===== src/rtl/serial_adder_ctrl_pkg.sv =====
// Shared definitions for the bit-serial add/subtract controller.
// Provides the FSM state encoding and the default operand width.
package serial_adder_defs;

    localparam int DEFAULT_WIDTH = 8;

    // The unused code 2'd3 is treated as IDLE by the FSM.
    typedef enum logic [1:0] {
        IDLE  = 2'd0,
        SHIFT = 2'd1,
        DONE  = 2'd2
    } state_t;

endpackage


===== src/rtl/serial_adder_ctrl_cell.sv =====
// full_adder_cell: combinational 1-bit full adder.
// Ports:
//   a, b, cin : operand bits and carry-in
//   sum, cout : sum bit and carry-out
// Functionally interchangeable with the lab's decoder-based adder.
module full_adder_cell (
    input  logic a,
    input  logic b,
    input  logic cin,
    output logic sum,
    output logic cout
);

    assign sum  = a ^ b ^ cin;
    assign cout = (a & b) | (a & cin) | (b & cin);

endmodule


===== src/rtl/serial_adder_ctrl.sv =====
// serial_adder_ctrl: bit-serial add/subtract controller.
// Sequences one full_adder_cell across two WIDTH-bit operands, LSB first,
// one bit per clock, and pulses done when the result is registered.
// Ports:
//   clk, rst      : rising-edge clock, asynchronous active-high reset
//   start         : operation request, sampled only in IDLE
//   sub           : 0 = a + b + cin, 1 = a - b (sampled with start)
//   cin           : add carry-in, ignored for subtract
//   a, b          : operands (sampled with start)
//   busy          : high while bits are being processed
//   done          : one-cycle completion pulse
//   sum, cout, ovf: last completed result, carry out of MSB, signed overflow
module serial_adder_ctrl
    import serial_adder_defs::*;
#(
    parameter int WIDTH = DEFAULT_WIDTH
) (
    input  logic             clk,
    input  logic             rst,
    input  logic             start,
    input  logic             sub,
    input  logic             cin,
    input  logic [WIDTH-1:0] a,
    input  logic [WIDTH-1:0] b,
    output logic             busy,
    output logic             done,
    output logic [WIDTH-1:0] sum,
    output logic             cout,
    output logic             ovf
);

    localparam int CW = $clog2(WIDTH);
    localparam logic [CW-1:0] LAST = CW'(WIDTH - 1);

    state_t           state, state_nxt;
    logic [WIDTH-1:0] a_sr, b_sr, res_sr;
    logic             carry;
    logic [CW-1:0]    cnt;

    logic             load, shift, last;
    logic             cell_sum, cell_cout;

    full_adder_cell u_cell (
        .a    (a_sr[0]),
        .b    (b_sr[0]),
        .cin  (carry),
        .sum  (cell_sum),
        .cout (cell_cout)
    );

    always_ff @(posedge clk or posedge rst) begin
        if (rst) state <= IDLE;
        else     state <= state_nxt;
    end

    always_comb begin
        state_nxt = IDLE;
        load      = 1'b0;
        shift     = 1'b0;
        last      = 1'b0;
        case (state)
            IDLE: begin
                load      = start;
                state_nxt = start ? SHIFT : IDLE;
            end
            SHIFT: begin
                shift     = 1'b1;
                last      = (cnt == LAST);
                state_nxt = last ? DONE : SHIFT;
            end
            DONE:    state_nxt = IDLE;
            default: state_nxt = IDLE;
        endcase
    end

    assign busy = (state == SHIFT);
    assign done = (state == DONE);

    always_ff @(posedge clk or posedge rst) begin
        if (rst) begin
            a_sr   <= '0;
            b_sr   <= '0;
            res_sr <= '0;
            carry  <= 1'b0;
            cnt    <= '0;
            sum    <= '0;
            cout   <= 1'b0;
            ovf    <= 1'b0;
        end else if (load) begin
            // Subtract is a + ~b + 1: invert b and force the initial carry.
            a_sr  <= a;
            b_sr  <= sub ? ~b : b;
            carry <= sub ? 1'b1 : cin;
            cnt   <= '0;
        end else if (shift) begin
            res_sr <= {cell_sum, res_sr[WIDTH-1:1]};
            a_sr   <= a_sr >> 1;
            b_sr   <= b_sr >> 1;
            carry  <= cell_cout;
            cnt    <= cnt + CW'(1);
            if (last) begin
                // On the MSB cycle the carry flop holds the carry into the MSB.
                sum  <= {cell_sum, res_sr[WIDTH-1:1]};
                cout <= cell_cout;
                ovf  <= carry ^ cell_cout;
            end
        end
    end

endmodule

===== config.mk =====
export PLATFORM = sky130hd
export DESIGN_NAME = serial_adder_ctrl
export DESIGN_NICKNAME = d
export VERILOG_FILES = /design/src/rtl/serial_adder_ctrl_pkg.sv /design/src/rtl/serial_adder_ctrl_cell.sv /design/src/rtl/serial_adder_ctrl.sv
export SDC_FILE = /design/constraint.sdc
export NUM_CORES = 1
export LEC_CHECK = 0
export ABC_CLOCK_PERIOD_IN_PS = 1900
export CAP_MARGIN = 20
export CORE_AREA = 5 5 69 71
export CTS_CLUSTER_SIZE = 28
export DETAILED_ROUTE_END_ITERATION = 8
export DIE_AREA = 0 0 74 76
export PLACE_DENSITY = 0.66
export SLEW_MARGIN = 20
export SYNTH_ARGS = -nofsm -noshare
export SYNTH_HDL_FRONTEND = slang
export SYNTH_HIERARCHICAL = 1
export SYNTH_SLANG_ARGS = --single-unit

===== constraint.sdc =====
create_clock -name clk -period 1.9 [get_ports clk]
set_clock_uncertainty 0.05 [all_clocks]
set_input_delay 0.475 -clock clk [delete_from_list [all_inputs] [get_ports clk]]
set_output_delay 0.475 -clock clk [all_outputs]
set_load 0.02 [all_outputs]

* After elaboration in Yosys (flattened, before gate mapping)
Cells that the tools add are included. Widths: inputs -> output; s select.
Operators by class: bitwise operators 10, muxes and demuxes 16, eq/ne operators 3, reduce and logical (&&, ||, !) cells 4, $add $sub $neg 1
Operators by type and width (count):
- $mux 8 | 5
- $not 8->8 | 1
- $mux 1 | 7
- $mux 3 | 2
- $pmux 2 s2 | 1
- $add 3x1->3 const B | 1
- $and 1x1->1 | 3
- $eq 3x3->1 const B | 1
- $reduce_and 3->1 | 1
- $xor 1x1->1 | 3
- $eq 2x1->1 const B | 1
- $eq 2x2->1 const B | 1
- $logic_not 2->1 | 1
- $mux 2 | 1
- $or 1x1->1 | 2
- $reduce_and 2->1 | 1
- $reduce_bool 2->1 | 1
- $not 1->1 | 1
Storage, ports and cells: register bits 40, word-level logic and storage cells 43, input bits 21

* Longest topological paths before layout
Gate-level depths: netlist of run 1.
word-level depth 5, gate-level depth with buffers 6, mapped depth without buffers 5

* Hierarchy
Netlist of run 1, hierarchy kept.
Modules (own cells, without submodules):
- serial_adder_ctrl | area an instance 1744.2 um^2, cells an instance 142, times used 1
- full_adder_cell | area an instance 20.0 um^2, cells an instance 1, times used 1

* Least setup slack after synthesis of run 1
OpenSTA, ideal clock, no wires.
path kind register to register, start point register cnt[0], end point register cout, required time 1.722 ns, slack 0.325 ns, clock period less this slack 1.575 ns, arrival time 1.397 ns, path buffers 1, cell stages (with the launch flop) 6, path through dfrtp_1 ha_1 ha_1 nand3b_1 buf_2 mux2_1
On the way: cells in the longest elaborated chain, start to end 3
Ends and longest elaborated chain:
- start, declared | line serial_adder_ctrl.sv:38 | logic [CW-1:0] cnt;
- start signal, assigned | line serial_adder_ctrl.sv:100 | cnt <= cnt + CW'(1);
- $eq 3x3->1 | line serial_adder_ctrl.sv:68 | last = (cnt == LAST);
- $mux 1 | line serial_adder_ctrl.sv:61 | case (state)
- $reduce_and 3->1 (no source line)
- end signal, assigned | line serial_adder_ctrl.sv:104 | cout <= cell_cout;
- end, declared | line serial_adder_ctrl.sv:28 | output logic cout,
Every way passes these cells. A chain may end at the register's enable or synchronous reset.

* Worst setup path in the final report of run 1
start point register cout, end point output cout
No word-level cell between the ends.

==> metrics, run 1 <==
CTS root buffer=clkbuf_8; design area=2280 um2; crit path to=cout; Slew Limit Fails=0; I/O pins=33; CTS tree=yes; Mapped Cells=143; r2r endpoint=sum[7]; clk buf depth=2; H-tree levels=2; Worst path depth=1; Reg area=976 um2; CTS clk-pin slew, worst paths=70 ps; overall global routing resource usage=0.143; buffers plus inverters on the worst setup path=1; reg2reg start=cnt[0]; RSZ-0062 raised after global routing=no; slowest CP cell=clkdlybuf4s50_1; asr flop ratio synth=1.00; clock sink count=39; Pwr Density=1540 nW/um2; CP startpoint kind=register; initial antenna violation count=0; GPL Wtd Cong=0.872; DP Area=2180 um2; Initial DRC Count=87; largest net degree at the start of global routing=40; mapped cell area=1760 um2; vias per cell=5.38; Post-Syn Nets=167; Die H=76 um; setup violators final=0; Hold Crit Class=register to register; WL per Instance=15.2 um; DP Cell Count=229; number of global-route vias before repair=1420; Post-CTS Setup Repair Bufs=0; area used by multi-input combinational logic=709 um2; Synth top area share=0.553; number of CTS-inserted buffers=5; Worst path max stage delay=610 ps; drt total wl=3.61 mm; Antenna diodes=0; Cell Count, Final, Fillers Out=237; Hold Fails Final Rpt=0; synth warn=6; count leader, synth=dfrtp_1; worst slew pin tran=375 ps; hpwl dp=2.68 mm; Avg Inst Size Synth=12.3 um2; Fillers=359; # DRC=0; DR pass1 iterations=5; Die X=74 um; reg2reg path depth=5; Max Clock Freq=0.560 GHz; Max-slew headroom=0.749; worst-path maximum fanout=2; max_cap viols=0; # rows=24; Setup crit end kind=output port; #FFs+latches synth=39; met3 Usage GRT=0.0356; ranking of synthesized cells by area=dfrtp_1 55%, mux2_1 10%, o21ai_1 2.6%, nor2b_1 2.5%, xor2_1 2.5%; Core ar.=4170 um2; met1 usage=0.179; Final Util=0.547; Leakage=0.998 nW; full die area=5620 um2; CP Cell Sequence=clkdlybuf4s50_1; count of flip-flops with a built-in enable after synthesis=0; WP data required=1370 ps; flop-to-flop setup slack=270 ps; global-route wire length before repair=6.35 mm; post-route minimum period=1790 ps; total gr overflow=0; starting density of the core=0.423; Critical Path Start=cout; busiest grt layer=met2; Area growth syn-to-layout=29.4%; Max IR drop VDD=0.712 mV; post-synthesis sequential area ratio=0.553; setup tns final=0 ps; CP arrival=1260 ps; IO Port Bufs=32; Unique masters post-synth=31; ys flop type=dfrtp_1; status=finished, final reports clean; post-synth top area cell=dfrtp_1; fraction of layout cells with a size suffix above 1=0.119; CP delay by family, top=buffers and inverters; Worst-Skew Late Latency=290 ps; most frequent cells after synthesis=39 x dfrtp_1, 16 x mux2_1, 9 x o21ai_1; critical setup path kind=register to output port; GR Util met2=0.232; fin crit share=0.940; vias=1275; post-route ant nets=0; fin nets=208
==> logic make-up (layout without fill, tap and decap cells) <==
| family | count (synthesis) | in the layout | synth area share |
|---|---|---|---|
| compound gates | 37 | 37 | 0.145 |
| xor+xnor | 9 | 9 | 0.0447 |
| fa+ha+maj | 3 | 3 | 0.0255 |
| buf+inv | 15 | 57 | 0.0447 |
| flops | 39 | 39 | 0.553 |
| mux | 19 | 19 | 0.120 |
| simple gates | 21 | 21 | 0.0667 |
==> worst min-delay path by stage <==
stage	startpoint	to	slack, ps	depth (start not counted)
floorplan	res_sr[1]	sum[0]	400	1
global placement	res_sr[1]	sum[0]	410	1
detailed placement	res_sr[1]	res_sr[1]	430	1
CTS	res_sr[1]	res_sr[1]	450	1
global route	sum[3]	sum[3]	470	1
finish	res_sr[1]	res_sr[1]	440	1
==> placed cells by master, fill, tap and decap left out <==
| master | netlist | final |
|---|---|---|
| a21oi_1 | 7 | 7 |
| a221oi_1 | 1 | 1 |
| a222oi_1 | 3 | 3 |
| a22o_1 | 4 | 4 |
| a22oi_1 | 5 | 5 |
| a2bb2oi_1 | 3 | 3 |
| a32o_1 | 1 | 1 |
| buf_12 | 0 | 1 |
| buf_4 | 0 | 9 |
| clkbuf_1 | 0 | 1 |
| clkbuf_8 | 0 | 7 |
| clkdlybuf4s50_1 | 0 | 30 |
| dfrtp_1 | 39 | 39 |
| dlygate4sd2_1 | 0 | 2 |
| fa_1 | 1 | 1 |
| ha_1 | 2 | 2 |
| inv_1 | 5 | 5 |
| inv_2 | 2 | 2 |
| mux2_1 | 16 | 16 |
| mux2_2 | 1 | 1 |
| mux2i_1 | 2 | 2 |
| nand2_1 | 6 | 6 |
| nand2b_1 | 1 | 1 |
| nand3b_1 | 1 | 1 |
| nor2_1 | 3 | 3 |
| nor2b_1 | 7 | 7 |
| nor2b_2 | 1 | 1 |
| nor3_1 | 1 | 1 |
| nor3b_2 | 1 | 1 |
| o21ai_1 | 9 | 9 |
| o21bai_1 | 1 | 1 |
| o22ai_1 | 2 | 2 |
| o32ai_1 | 1 | 1 |
| xnor2_1 | 4 | 4 |
| xor2_1 | 5 | 5 |
==> metal layers <==
| metal | share of wire | routed length (um) | up-vias |
|---|---|---|---|
| li1 | - | - | 591 |
| met1 | 0.41 | 1460 | 624 |
| met2 | 0.52 | 1870 | 53 |
| met3 | 0.062 | 225 | 7 |
| met4 | 0.014 | 50 | 0 |
| met5 | 0 | 0 | - |
==> where the power goes <==
group | internal (mW) | switching [mW] | total, mW
registers | 1.21 | 0.234 | 1.45
logic | 0.766 | 0.703 | 1.47
clock network | 0.331 | 0.276 | 0.607
==> state kept, by name (all words and copies together) (netlist names) <==
name and cells:
a_sr 8, b_sr 8, carry 1, cnt 3
cout 1, ovf 1, res_sr 7, state 2
sum 8
==> through the flow <==
stage          power (mW)  setup slack [ps]  hold WS (ps)
6_report             3.53               115           443
5_1_grt              3.78              58.1           466
4_1_cts              3.57              96.6           448
3_5_place_dp         2.97              11.4           431
3_3_place_gp         2.87              81.5           411
2_1_floorplan        2.41               325           400
==> layout make-up <==
class	instances	share of cell area
Sequential cell	39	0.428
Multi-Input combinational cell	89	0.311
Timing Repair Buffer	42	0.178
Clock buffer	8	0.0439
Tap cell	52	0.0285
Inverter	7	0.0115
==> repair_timing <==
item | in CTS | in global routing
gates resized for setup | 2 | 0
hold buffers | 0 | 0
setup endpoints to repair | 2 | 0
hold endpoints to repair | 0 | 0
(Power assumes the default switching activity.)
==> inputs of run 2 (changes only) <==
Settings changed: CTS_BUF_LIST set to sky130_fd_sc_hd__clkbuf_4 sky130_fd_sc_hd__clkbuf_8.
==> run 2 against run 1 <==
  * Flip-flop and latch count unchanged
  * Worst setup slack better by 0.75 ps
  * Core utilization up 0.090 points
  * Design area up 0.16%
  * Sequential power about the same
  * Via count up 0.71%
  * First-iteration DRC count up 15%
  * Sequential share of layout area down 0.070 points
  * Hold slack about the same
  * Combinational power about the same
  * Wire length about the same
==> metrics, run 2 (synthesis gave the netlist of run 1 again) <==
status=finished, final reports clean; CTS clk-pin slew, worst paths=70 ps (about the same); slowest CP cell=clkdlybuf4s50_1; max_cap viols=0 (unchanged); Worst-Skew Late Latency=280 ps (about the same); largest net degree at the start of global routing=40 (unchanged); Hold Fails Final Rpt=0 (unchanged); clock sink count=39 (unchanged); vias=1284 (+0.71%); post-route minimum period=1780 ps (-0.747 ps); number of CTS-inserted buffers=5 (unchanged); fin nets=208 (unchanged); top flop regs=a_sr: 8 flops, b_sr: 8 flops, sum: 8 flops; most frequent cells in the layout=39 x dfrtp_1, 30 x clkdlybuf4s50_1, 16 x mux2_1; Slew Limit Fails=0 (unchanged); I/O pins=33 (unchanged); global-route wire length before repair=6.35 mm (about the same); Fillers=362 (+0.84%); Antenna diodes=0 (unchanged); Die H=76 um (unchanged); CTS tree=yes; drt total wl=3.60 mm (about the same); Hold Crit Class=register to register; post-route ant nets=0 (unchanged); cts hold-fix bufs=0 (unchanged); overall global routing resource usage=0.143 (unchanged); hold slack=443 ps (+0.375 ps); CP delay by family, top=buffers and inverters; Leakage=1.00 nW (+0.34%); Max Clock Freq=0.560 GHz (about the same); Setup crit end kind=output port; IO Port Bufs=32 (unchanged); H-tree levels=2 (unchanged); CTS root buffer=clkbuf_8; DR pass1 iterations=4 (-1); commonest non-fill, non-tap cell in the layout=dfrtp_1; initial antenna violation count=0 (unchanged); starting density of the core=0.423 (unchanged); full die area=5620 um2 (unchanged); Post-CTS Setup Repair Bufs=0 (unchanged); total gr overflow=0 (unchanged); # DRC=0 (unchanged); area used by multi-input combinational logic=709 um2 (unchanged); number of global-route vias before repair=1416 (-0.28%); Die X=74 um (unchanged); RSZ-0062 raised after global routing=no; CP Cell Sequence=clkdlybuf4s50_1; Worst path max stage delay=610 ps (about the same); CP startpoint kind=register; worst slew pin tran=386 ps (+11.5 ps); CP arrival=1260 ps (about the same); setup tns final=0 ps (unchanged); Pwr Density=1550 nW/um2 (+0.26%); vias per cell=5.42 (+0.71%); Reg area=976 um2 (unchanged); WL per Instance=15.2 um (about the same); worst-path maximum fanout=2 (unchanged); Area growth syn-to-layout=29.6%; WP data required=1370 ps (about the same); Max-slew headroom=0.741 (-0.00769); # rows=24 (unchanged); critical setup path kind=register to output port; GPL Wtd Cong=0.872 (unchanged); Max IR drop VDD=0.711 mV (about the same); fraction of layout cells with a size suffix above 1=0.124 (+0.00541); hpwl dp=2.68 mm (unchanged); clk buf depth=2 (unchanged); buffers plus inverters on the worst setup path=1 (unchanged); setup violators final=0 (unchanged); Core ar.=4170 um2 (unchanged); Initial DRC Count=100 (+15%); fin crit share=0.939 (about the same)
## run 2: cell types whose count changed in the layout (fill, tap and decap cells not counted)
cell,change
clkbuf_1,-1
clkbuf_4,+1
## run 2: report_power, final
group,total [mW],switching [mW],internal [mW]
clock network,0.620,0.275,0.346
logic,1.47,0.704,0.766
registers,1.45,0.236,1.21
## run 2: through the flow
step	power [mW]	util	worst slack, ps	cells	area [um2]
5_1_grt	3.79	0.548	56.0	237	2290
2_1_floorplan	2.41	-	325	143	1760
6_report	3.54	0.548	116	237	2290
4_1_cts	3.59	0.548	97.8	237	2290
3_3_place_gp	2.87	0.523	81.5	229	2180
3_5_place_dp	2.97	0.523	11.4	229	2180
## run 2: path summary, 6_finish.rpt
kind	from	endpoint	slack (ps)	depth (start not counted)
worst min register to register	res_sr[1]	res_sr[1]	440	1
min in group asynchronous	rst	sum[0]	490	3
worst max register to register	cnt[0]	sum[1]	270	5
max in group asynchronous	rst	a_sr[7]	1120	3
worst max-delay path	cout	cout	120	1
worst min-delay path	res_sr[1]	res_sr[1]	440	1
## run 2: timing repair
item                                    in CTS  in global routing
gates resized for setup                      2                  0
hold endpoints to repair                     0                  0
endpoints found under the setup margin       2                  0
## run 2: final cells by class
class                           count  share of cell area
Tap cell                           52              0.0285
Timing Repair Buffer               42               0.177
Sequential cell                    39               0.427
Multi-Input combinational cell     89               0.310
Inverter                            7              0.0115
Clock buffer                        8              0.0454
## run 2: routing by layer
metal | vias up | global-route usage | routed length, um
met5 | - | 0 | 0
met4 | 0 | 0.0598 | 29
met3 | 4 | 0.0356 | 245
met2 | 58 | 0.229 | 1860
met1 | 632 | 0.182 | 1470
li1 | 590 | - | -
